--- src/rtl/sky130_fd_io__lvclamp_trig_ctl.sv ---
// Trigger controller for the standalone low-voltage ESD clamp: qualifies ramp
// detects, holds the clamp gate on, then locks out re-arming for a while.
module sky130_fd_io__lvclamp_trig_ctl #(
    parameter int DEBOUNCE    = 3,
    parameter int HOLD_CYCLES = 64,
    parameter int LOCKOUT     = 16,
    parameter int CNT_W       = 8
) (
    input  logic             clk,
    input  logic             rst,
    input  logic             en,
    input  logic             ramp_det,
    input  logic             rail_ok,
    input  logic             force_on,
    output logic             ogc_en,
    output logic             evt_pulse,
    output logic             busy,
    output logic [CNT_W-1:0] event_cnt
);

    localparam int DBW = $clog2(DEBOUNCE + 1);
    localparam int HW  = $clog2(HOLD_CYCLES + 1);
    localparam int LW  = (LOCKOUT > 0) ? $clog2(LOCKOUT + 1) : 1;

    localparam logic [DBW-1:0]   DEB_ONE   = DBW'(1);
    localparam logic [DBW-1:0]   DEB_LAST  = DBW'(DEBOUNCE - 1);
    localparam logic [HW-1:0]    HOLD_ONE  = HW'(1);
    localparam logic [HW-1:0]    HOLD_LOAD = HW'(HOLD_CYCLES);
    localparam logic [LW-1:0]    LOCK_ONE  = LW'(1);
    localparam logic [LW-1:0]    LOCK_LOAD = LW'(LOCKOUT);
    localparam logic [CNT_W-1:0] CNT_ONE   = CNT_W'(1);

    typedef enum logic [1:0] {
        IDLE  = 2'd0,
        QUAL  = 2'd1,
        CLAMP = 2'd2,
        LOCK  = 2'd3
    } state_t;

    state_t         state, state_nxt;
    logic [DBW-1:0] deb_cnt, deb_nxt;
    logic [HW-1:0]  hold_cnt, hold_nxt;
    logic [LW-1:0]  lock_cnt, lock_nxt;
    logic           fire;

    always_comb begin
        state_nxt = state;
        deb_nxt   = deb_cnt;
        hold_nxt  = hold_cnt;
        lock_nxt  = lock_cnt;
        fire      = 1'b0;
        case (state)
            IDLE: begin
                if (en && ramp_det) begin
                    if (DEBOUNCE == 1) begin
                        state_nxt = CLAMP;
                        fire      = 1'b1;
                    end else begin
                        state_nxt = QUAL;
                        deb_nxt   = DEB_ONE;
                    end
                end
            end
            QUAL: begin
                if (!en || !ramp_det) begin
                    state_nxt = IDLE;
                    deb_nxt   = '0;
                end else if (deb_cnt >= DEB_LAST) begin
                    state_nxt = CLAMP;
                    deb_nxt   = '0;
                    fire      = 1'b1;
                end else begin
                    deb_nxt = deb_cnt + DEB_ONE;
                end
            end
            CLAMP: begin
                // A fresh ramp sample always wins over expiry, even on the expiry edge.
                if (ramp_det) begin
                    hold_nxt = HOLD_LOAD;
                end else if (hold_cnt > HOLD_ONE) begin
                    hold_nxt = hold_cnt - HOLD_ONE;
                end else begin
                    hold_nxt = '0;
                    if (rail_ok) begin
                        if (LOCKOUT == 0) begin
                            state_nxt = IDLE;
                        end else begin
                            state_nxt = LOCK;
                            lock_nxt  = LOCK_LOAD;
                        end
                    end
                end
            end
            LOCK: begin
                if (lock_cnt > LOCK_ONE) begin
                    lock_nxt = lock_cnt - LOCK_ONE;
                end else begin
                    lock_nxt  = '0;
                    state_nxt = IDLE;
                end
            end
            default: begin
                state_nxt = IDLE;
                deb_nxt   = '0;
                hold_nxt  = '0;
                lock_nxt  = '0;
            end
        endcase
        if (fire) begin
            hold_nxt = HOLD_LOAD;
        end
    end

    // Outputs are registered from the next-state decode so they line up with the state.
    always_ff @(posedge clk) begin
        if (rst) begin
            state     <= IDLE;
            deb_cnt   <= '0;
            hold_cnt  <= '0;
            lock_cnt  <= '0;
            ogc_en    <= 1'b0;
            evt_pulse <= 1'b0;
            busy      <= 1'b0;
            event_cnt <= '0;
        end else begin
            state     <= state_nxt;
            deb_cnt   <= deb_nxt;
            hold_cnt  <= hold_nxt;
            lock_cnt  <= lock_nxt;
            ogc_en    <= (state_nxt == CLAMP) | force_on;
            evt_pulse <= fire;
            busy      <= (state_nxt != IDLE);
            if (fire && (event_cnt != '1)) begin
                event_cnt <= event_cnt + CNT_ONE;
            end
        end
    end

endmodule

--- config.mk ---
export PLATFORM = sky130hd
export DESIGN_NAME = sky130_fd_io__lvclamp_trig_ctl
export DESIGN_NICKNAME = d
export VERILOG_FILES = /design/src/rtl/sky130_fd_io__lvclamp_trig_ctl.sv
export SDC_FILE = /design/constraint.sdc
export NUM_CORES = 1
export LEC_CHECK = 0
export CAP_MARGIN = 20
export CORE_AREA = 2 2 64 72
export CTS_CLUSTER_SIZE = 20
export DETAILED_ROUTE_END_ITERATION = 6
export DIE_AREA = 0 0 66 74
export MAX_ROUTING_LAYER = met4
export SLEW_MARGIN = 20
export SYNTH_ARGS = -nofsm -noshare
export SYNTH_HDL_FRONTEND = slang
export SYNTH_SLANG_ARGS = --single-unit
--- constraint.sdc ---
create_clock -name clk -period 2.28 [get_ports clk]
set_clock_uncertainty 0.2 [all_clocks]
set_input_delay 0.342 -clock clk [delete_from_list [all_inputs] [get_ports clk]]
set_output_delay 0.342 -clock clk [all_outputs]
set_load 0.05 [all_outputs]
== Word level (Yosys, flattened, before mapping) ==
Index checks and enable logic that the tools add are counted.

* Order comparisons: 3
* Add/subtract/negate cells: 4
* Bitwise logic cells: 1
* Equality and inequality tests: 9
* Reductions and logical operators: 13
* Mux-type cells: 24

{| class="wikitable"
|+ Operator list
! cell !! number
|-
| two-way mux 7 bit || 4
|-
| two-way mux 2 bit || 10
|-
| two-way mux 5 bit || 4
|-
| one-hot mux 5 bit (2 select lines) || 1
|-
| adder 8 x 1 -> 8 bit (second input constant) || 1
|-
| inequality test 2 bit (second input constant) || 4
|-
| inequality test 8 bit (second input constant) || 1
|-
| one-hot mux 2 bit (4 select lines) || 1
|-
| nonzero test 2 bit || 4
|-
| greater-than comparator 7 x 1 -> 1 bit (second input constant) || 1
|-
| subtractor 7 x 1 -> 7 bit (second input constant) || 1
|-
| equality test 2 bit (second input constant) || 3
|-
| greater-than comparator 5 x 1 -> 1 bit (second input constant) || 1
|-
| subtractor 5 x 1 -> 5 bit (second input constant) || 1
|-
| one-hot mux 2 bit (2 select lines) || 1
|-
| AND reduction 4 bit || 1
|-
| two-way mux 1 bit || 3
|-
| adder 2 x 1 -> 2 bit (second input constant) || 1
|-
| equality test 2 x 1 -> 1 bit (second input constant) || 1
|-
| >= comparator 2 bit (second input constant) || 1
|-
| logical AND 1 bit || 2
|-
| logical NOT 1 bit || 2
|-
| logical NOT 2 bit || 1
|-
| AND reduction 2 bit || 1
|-
| other kinds (3) || 3
|}

* Input port bits: 6
* Bits in registers: 27
* Output and inout port bits: 11

== Logic depth before layout (Yosys ltp) ==
Gate-level depths: netlist of run 1.

* Depth after elaboration: 6
* Gate-level depth with buffers: 6
* Depth with buffers taken out: 6

== Worst setup path before layout of run 1 ==
No wires, ideal clock.

* Path type: flip-flop to flip-flop
* Start point: register event_cnt[0]
* End point: register event_cnt[4]
* Data arrival time: 1.648 ns
* Setup slack: 0.362 ns
* Library setup time: 0.070 ns
* Period minus slack after synthesis: 1.918 ns
* Cell stages (with the launch flop): 5
* Cells stage by stage: dfxtp_1 ha_1 nand3_4 or4_1 a21oi_1

* Cells in the longest elaborated chain, start to end: 2
* Elaborated cells on any way between the ends: 3
* Those cells by class: 1 x add/sub; 1 x eq/ne; 1 x reduce/logical

{| class="wikitable"
|+ Ends and longest elaborated chain
! element !! RTL line !! text
|-
| start: declaration || 18 || <nowiki>output logic [CNT_W-1:0] event_cnt</nowiki>
|-
| start signal: assignment || 134 || <nowiki>event_cnt <= event_cnt + CNT_ONE;</nowiki>
|-
| parallel branches: the longest is 2 deep, another holds adder 8 x 1 -> 8 bit || - ||
|}

Several ways; the timed one is not identified.
A chain may end at the register's enable or synchronous reset.

== Worst setup path in the final report of run 1 ==
* Start point: register event_cnt[6]
* End point: output port event_cnt[6]

No word-level cell between the ends.

==> results of run 1 <==
[per-layer routing]
| metal | track usage [%] | routed length (um) |
|---|---|---|
| met1 | 14.4 | 1260 |
| met5 | - | 0 |
| met2 | 21.2 | 1280 |
| met3 | 3.18 | 89 |
| met4 | 2.04 | 11 |
[worst register-to-register path: cells and delay by family (launching register included)]
family | cells | cell delay, ps
AO/OA/AOI/OAI | 1 | 140
AND/OR/NAND/NOR | 3 | 940
flip-flops | 1 | 540
[registers in the layout, summed over array words and instances (netlist names)]
signal     count
deb_cnt        2
evt_pulse      1
hold_cnt       7
state          2
event_cnt      8
busy           1
lock_cnt       5
ogc_en         1
[cells in the final DEF (no fill, tap or decap), types with 3 or more instances in the layout]
cell,instances
sky130_fd_sc_hd__a211oi_1,6
sky130_fd_sc_hd__a21oi_1,12
sky130_fd_sc_hd__a31oi_1,4
sky130_fd_sc_hd__and2_1,3
sky130_fd_sc_hd__buf_4,7
sky130_fd_sc_hd__clkbuf_8,3
sky130_fd_sc_hd__clkdlybuf4s50_1,16
sky130_fd_sc_hd__dfxtp_1,27
sky130_fd_sc_hd__ha_1,5
sky130_fd_sc_hd__inv_1,12
sky130_fd_sc_hd__nand2_1,7
sky130_fd_sc_hd__nand3_1,5
sky130_fd_sc_hd__nand3b_1,3
sky130_fd_sc_hd__nand4_1,4
sky130_fd_sc_hd__nor2_1,14
sky130_fd_sc_hd__nor3_1,8
sky130_fd_sc_hd__o21ai_0,6
sky130_fd_sc_hd__o21bai_1,4
sky130_fd_sc_hd__o22ai_1,3
sky130_fd_sc_hd__o31ai_1,3
sky130_fd_sc_hd__xor2_1,3
[final cells by class]
class | instances | area (um2) | share of cell area, %
Tap cell | 54 | 67.6 | 4.13
Clock buffer | 4 | 45.0 | 2.75
Sequential cell | 27 | 541 | 33.0
Inverter | 12 | 45.0 | 2.75
Multi-Input combinational cell | 113 | 727 | 44.4
Timing Repair Buffer | 23 | 213 | 13.0
[through the flow]
stage / cells / total power, W / instance area (um2) / hold WS (ps)
final: 233 / 0.000804 / 1640 / 295
after floorplan: 159 / 0.000521 / 1360 / 254
after global placement: 229 / 0.000545 / 1590 / 269
after detailed placement: 229 / 0.000546 / 1590 / 278
after CTS: 233 / 0.000820 / 1640 / 297
after global routing: 233 / 0.000840 / 1640 / 320
[cell families after synthesis]
logic type,Yosys count,synth area share (%)
compound gates,41,19.0
mux,2,1.47
xor+xnor,5,3.22
flops,27,39.8
buf+inv,19,6.72
fa+ha+maj,5,4.60
simple gates,60,25.2
[power by group through the flow]
stage	registers, W	logic, W	clock network, W
after detailed placement	0.000493	0.0000528	0
after floorplan	0.000497	0.0000244	0
after global routing	0.000483	0.0000580	0.000299
final	0.000482	0.0000522	0.000270
after CTS	0.000482	0.0000528	0.000285
after global placement	0.000493	0.0000526	0
[path summary, 6_finish.rpt]
| kind | startpoint | slack, ps | to | cells after the start |
|---|---|---|---|---|
| max | event_cnt[6]$_SDFFE_PP0P_ | 210 | event_cnt[6] | 1 |
| min | hold_cnt[6]$_SDFFE_PP0P_ | 300 | hold_cnt[6]$_SDFFE_PP0P_ | 2 |
| max reg2reg | state[0]$_SDFF_PP0_ | 400 | event_cnt[4]$_SDFFE_PP0P_ | 4 |
| min reg2reg | hold_cnt[6]$_SDFFE_PP0P_ | 300 | hold_cnt[6]$_SDFFE_PP0P_ | 2 |
==> flow_summary.toml, run 1 <==
[pwr]
power.net_switching_w = 0.000177
power_switching_share_pct = 22.1
power.density_nw_per_um2 = 491
power_frac_seq_pct = 59.9
combinational_power_share_pct = 6.5
ir_drop_mv = 0.377
power_leakage_nw = 0.565
p_clk_share_pct = 33.6
internal_power_w = 0.000627

[routing]
avgViaCountPerCell = 5.01
routed-via-count = 1167
first_pass_iters = 4
routed_wl_mm = 2.64
drtAntennaViolNets = 0
post_drt_wl_per_cell_um = 11.3
post-route-drc-count = 0
drt_iter0_drc = 100

[worst_setup_path]
crit_path_top_delay_cell = "sky130_fd_sc_hd__clkdlybuf4s50_1"
crit_path_cell_trace = "clkdlybuf4s50_1"
critical_path_peak_fanout = 6
critical_path_class = "flip-flop to output pin"
crit_path_end_kind = "output pin"
crit_path_max_incr_delay_ps = 830
timing.critical_path.from_type = "flip-flop"
worst_path_buffer_plus_inverter_count = 1
cp_data_required_time_ps = 1740
path_delay_family = "buffers and inverters"
timing.critical_path.arrival_ps = 1520

[place]
place_ws_ps = 90.9
port-buffer-count = 16
place.gp.congestion = 0.852
dpl.hpwl_mm = 2.04

[clock_tree]
worstSkewPairLatency_ps = 270
clock_path_buffers = 2
clock_tree.htree_level_count = 1
worst_setup_hold_path_clk_slew_ps = 90
clkSinkCount = 27
cts_setup_buffers = 0
cts.repair.resized = 0
cts_tree = "done"
cts_inserted_buffers = 3
cts_root_buffer = "sky130_fd_sc_hd__clkbuf_8"
cts_hold_repair.buffers = 0

[yosys]
postSynthAreaPerCell_um2 = 8.55
number_of_flip_flops_and_latches_in_the_synthesized_netlist = 27
ys_dominant_reg_cell = "sky130_fd_sc_hd__dfxtp_1"
ys_top_cells_by_count = "sky130_fd_sc_hd__dfxtp_1 (27), sky130_fd_sc_hd__nor2_1 (14), sky130_fd_sc_hd__a21oi_1 (12), sky130_fd_sc_hd__inv_1 (12), sky130_fd_sc_hd__nor3_1 (8)"
post_synth_instance_area_um2 = 1360
netlist.area_leader.share_pct = 39.8
synth.yosys.seq_area_share_pct = 39.8
cell_with_the_most_instances_after_synthesis = "sky130_fd_sc_hd__dfxtp_1"
post_synth_num_cell_types = 39
number_of_warnings_reported_in_the_yosys_synthesis_log = 0
post_synth_edffs = 0
syn_nets = 170
async_reset_ff_share_pct = 0
post_synth_inst_count = 159
synth.largest_area_cell = "sky130_fd_sc_hd__dfxtp_1"
netlist_top_cells_area = "sky130_fd_sc_hd__dfxtp_1 (40%), sky130_fd_sc_hd__ha_1 (4.6%), sky130_fd_sc_hd__a21oi_1 (4.4%)"

[finish]
n_fill_cell = 442
num-nets-final = 191
syn_to_final_growth_pct = 20.5
antenna_cells = 0
utilization_after_layout_pct = 39.1
drive_above_1_share_pct = 6.70

[sta]
min_period_ps = 2070
timing.setup.tns_ps = 0
worst_slew_margin_rel_pct = 66.8
final.period_utilization_pct = 90.6
finalSetupViolations = 0
maxSlewViolCount = 0
worst-slew-pin-transition_ps = 496
fmax_mhz = 484
final_critical_path_setup_slack_ps = 213
rsz0062_at_grt = "false"
final_hold_viol_count = 0

[floorplan]
core_area_um2 = 4190
floorplan.die.height_um = 74
fp-row-count = 25
initial_utilization_pct = 32.4
num_io_pins = 17
die_extent_in_x_um = 66
design.die.area_um2 = 4880

[flow_run]
cap_violations = 0

[global_route]
first_global_vias = 1054
gr-usage-all-layers_pct = 12.2
first_pass_grt_wire_length_mm = 4.57
grt_start_max_net_pins = 15
antenna_found_initial = 0
grt.overflow.total = 0

[run_status]
run_status = "finished clean"

[worst_hold_path]
hold_class = "flip-flop to flip-flop"
Note: power is estimated with default switching activity, not from simulation.
==> run 2: changes to the inputs <==
Settings changed: CTS_BUF_LIST set to sky130_fd_sc_hd__clkbuf_8.
==> run 2 against run 1 <==
  * Global-route usage is the same
  * Power shrank 0.53%
  * Cell area is the same
  * Fmax is essentially flat
  * Worst setup slack is essentially flat
  * Sequential power is essentially flat
  * Die area is the same
  * Final cell count is the same
  * Register-to-register slack is essentially flat
  * First-iteration DRC count grew 1.0%
  * Largest power group unchanged
==> flow_summary.toml, run 2 (synthesized netlist as in run 1, its figures left out) <==
[worst_hold_path]
hold_path_depth = 2
endpoint_of_the_worst_hold_path = "hold_cnt[6]$_SDFFE_PP0P_"
hold_class = "flip-flop to flip-flop"
hp-start = "hold_cnt[6]$_SDFFE_PP0P_"

[clock_tree]
cts_tree = "done"
clkSinkCount = 27
worst_setup_hold_path_clk_slew_ps = 90
cts_root_buffer = "sky130_fd_sc_hd__clkbuf_8"
cts_setup_buffers = 0
cts_inserted_buffers = 3
worstSkewPairLatency_ps = 270
cts.repair.resized = 0
clock_tree.htree_level_count = 1
cts_hold_repair.buffers = 0
clock_path_buffers = 2

[worst_setup_path]
timing.critical_path.arrival_ps = 1520
worstReg2RegStart = "state[0]$_SDFF_PP0_"
timing.critical_path.from_type = "flip-flop"
critical_path_peak_fanout = 6
path_delay_family = "buffers and inverters"
regToRegSetupSlack_ps = 400
crit_path_max_incr_delay_ps = 830
crit_path_top_delay_cell = "sky130_fd_sc_hd__clkdlybuf4s50_1"
timing.critical_path.depth = 1
crit_path_cell_trace = "clkdlybuf4s50_1"
crit_path_end_kind = "output pin"
worstRegToRegCells = 4
endpoint_of_the_worst_slack_reg_to_reg_timing_path = "event_cnt[4]$_SDFFE_PP0P_"
worst_path_buffer_plus_inverter_count = 1
critical_path_class = "flip-flop to output pin"
cp_data_required_time_ps = 1740

[finish]
drive_above_1_share_pct = 6.70
reg_top3 = "event_cnt x8, hold_cnt x7, lock_cnt x5"
mostFrequentLayoutCells = "sky130_fd_sc_hd__dfxtp_1 (27), sky130_fd_sc_hd__clkdlybuf4s50_1 (16), sky130_fd_sc_hd__nor2_1 (14), sky130_fd_sc_hd__inv_1 (13), sky130_fd_sc_hd__a21oi_1 (12)"
utilization_after_layout_pct = 39.1
final_area_um2 = 1640
flip_flop_count_of_the_largest_register_all_copies_and_words_added = 8
layout.cells.most_common = "sky130_fd_sc_hd__dfxtp_1"
num-nets-final = 191
antenna_cells = 0
syn_to_final_growth_pct = 20.5
largest-register = "event_cnt"

[pwr]
power_leakage_nw = 0.569
power.density_nw_per_um2 = 488
ir_drop_mv = 0.378

[floorplan]
core_area_um2 = 4190
floorplan.die.height_um = 74
initial_utilization_pct = 32.4
die_extent_in_x_um = 66
design.die.area_um2 = 4880
num_io_pins = 17
fp-row-count = 25

[routing]
drt_iter0_drc = 101
post-route-drc-count = 0
routed_wl_mm = 2.64
routed-via-count = 1163
avgViaCountPerCell = 4.99
post_drt_wl_per_cell_um = 11.3
first_pass_iters = 4
drtAntennaViolNets = 0

[sta]
final.period_utilization_pct = 90.6
min_period_ps = 2070
final_hold_viol_count = 0
rsz0062_at_grt = "false"
worst-slew-pin-transition_ps = 496
holdWs_ps = 295
worst_slew_margin_rel_pct = 66.8
finalSetupViolations = 0
timing.setup.tns_ps = 0
fmax_mhz = 484
maxSlewViolCount = 0

[flow_run]
cap_violations = 0

[global_route]
antenna_found_initial = 0
first_global_vias = 1054
grt_start_max_net_pins = 15
first_pass_grt_wire_length_mm = 4.57
grt.overflow.total = 0
gr-usage-all-layers_pct = 12.2

[place]
place.gp.congestion = 0.852
port-buffer-count = 16
detailed_place.area_um2 = 1590
dpl.hpwl_mm = 2.04

[run_status]
run_status = "finished clean"
[run 2: changes by cell type in the layout (fill, tap and decap cells not counted)]
cell	change
sky130_fd_sc_hd__clkbuf_1	-1
sky130_fd_sc_hd__inv_1	+1
[run 2: where the power goes]
| group | switching, W | leakage [nW] | internal, W |
|---|---|---|---|
| clock | 0.000145 | 0.0269 | 0.000121 |
| sequential | 0.00000554 | 0.218 | 0.000476 |
| combinational | 0.0000268 | 0.324 | 0.0000253 |
| total | 0.000178 | 0.569 | 0.000622 |
[run 2: through the flow]
stage / std cells / worst slack [ps] / power [W]
5_1_grt: 233 / 157 / 0.000836
2_1_floorplan: 159 / 362 / 0.000521
4_1_cts: 233 / 205 / 0.000816
6_report: 233 / 213 / 0.000800
3_3_place_gp: 229 / 107 / 0.000545
3_5_place_dp: 229 / 90.9 / 0.000546
[run 2: layout make-up]
cell class	instances	area [um2]
fillers	442	2550
multi-input cells	113	727
flip-flops and latches	27	541
repair buffers	23	213
well taps	54	67.6
inverters	12	45.0
clock buffers	3	41.3
clock inverters	1	3.75
[run 2: metal layers]
| layer | routed length [um] | track usage, % | up-vias | share of wire, % |
|---|---|---|---|---|
| li1 | - | - | 617 | - |
| met1 | 1260 | 14.4 | 526 | 48 |
| met2 | 1280 | 21.2 | 18 | 48 |
| met3 | 90 | 3.18 | 2 | 3.4 |
| met4 | 11 | 2.04 | 0 | 0.42 |
| met5 | 0 | - | - | 0 |
[run 2: worst max path at each step]
stage	start	end	slack, ps
2_1_floorplan	event_cnt[0]$_SDFFE_PP0P_	event_cnt[4]$_SDFFE_PP0P_	360
3_3_place_gp	en	event_cnt[4]$_SDFFE_PP0P_	110
3_5_place_dp	en	event_cnt[4]$_SDFFE_PP0P_	90
4_1_cts	event_cnt[6]$_SDFFE_PP0P_	event_cnt[6]	210
5_1_grt	event_cnt[4]$_SDFFE_PP0P_	event_cnt[4]	160
6_report	event_cnt[6]$_SDFFE_PP0P_	event_cnt[6]	210
==> run 3: changes to the inputs <==
Settings changed: SLEW_MARGIN 20 to 0.
==> results of run 3 <==
The final DEF is identical to that of run 2; final timing and power are the same.
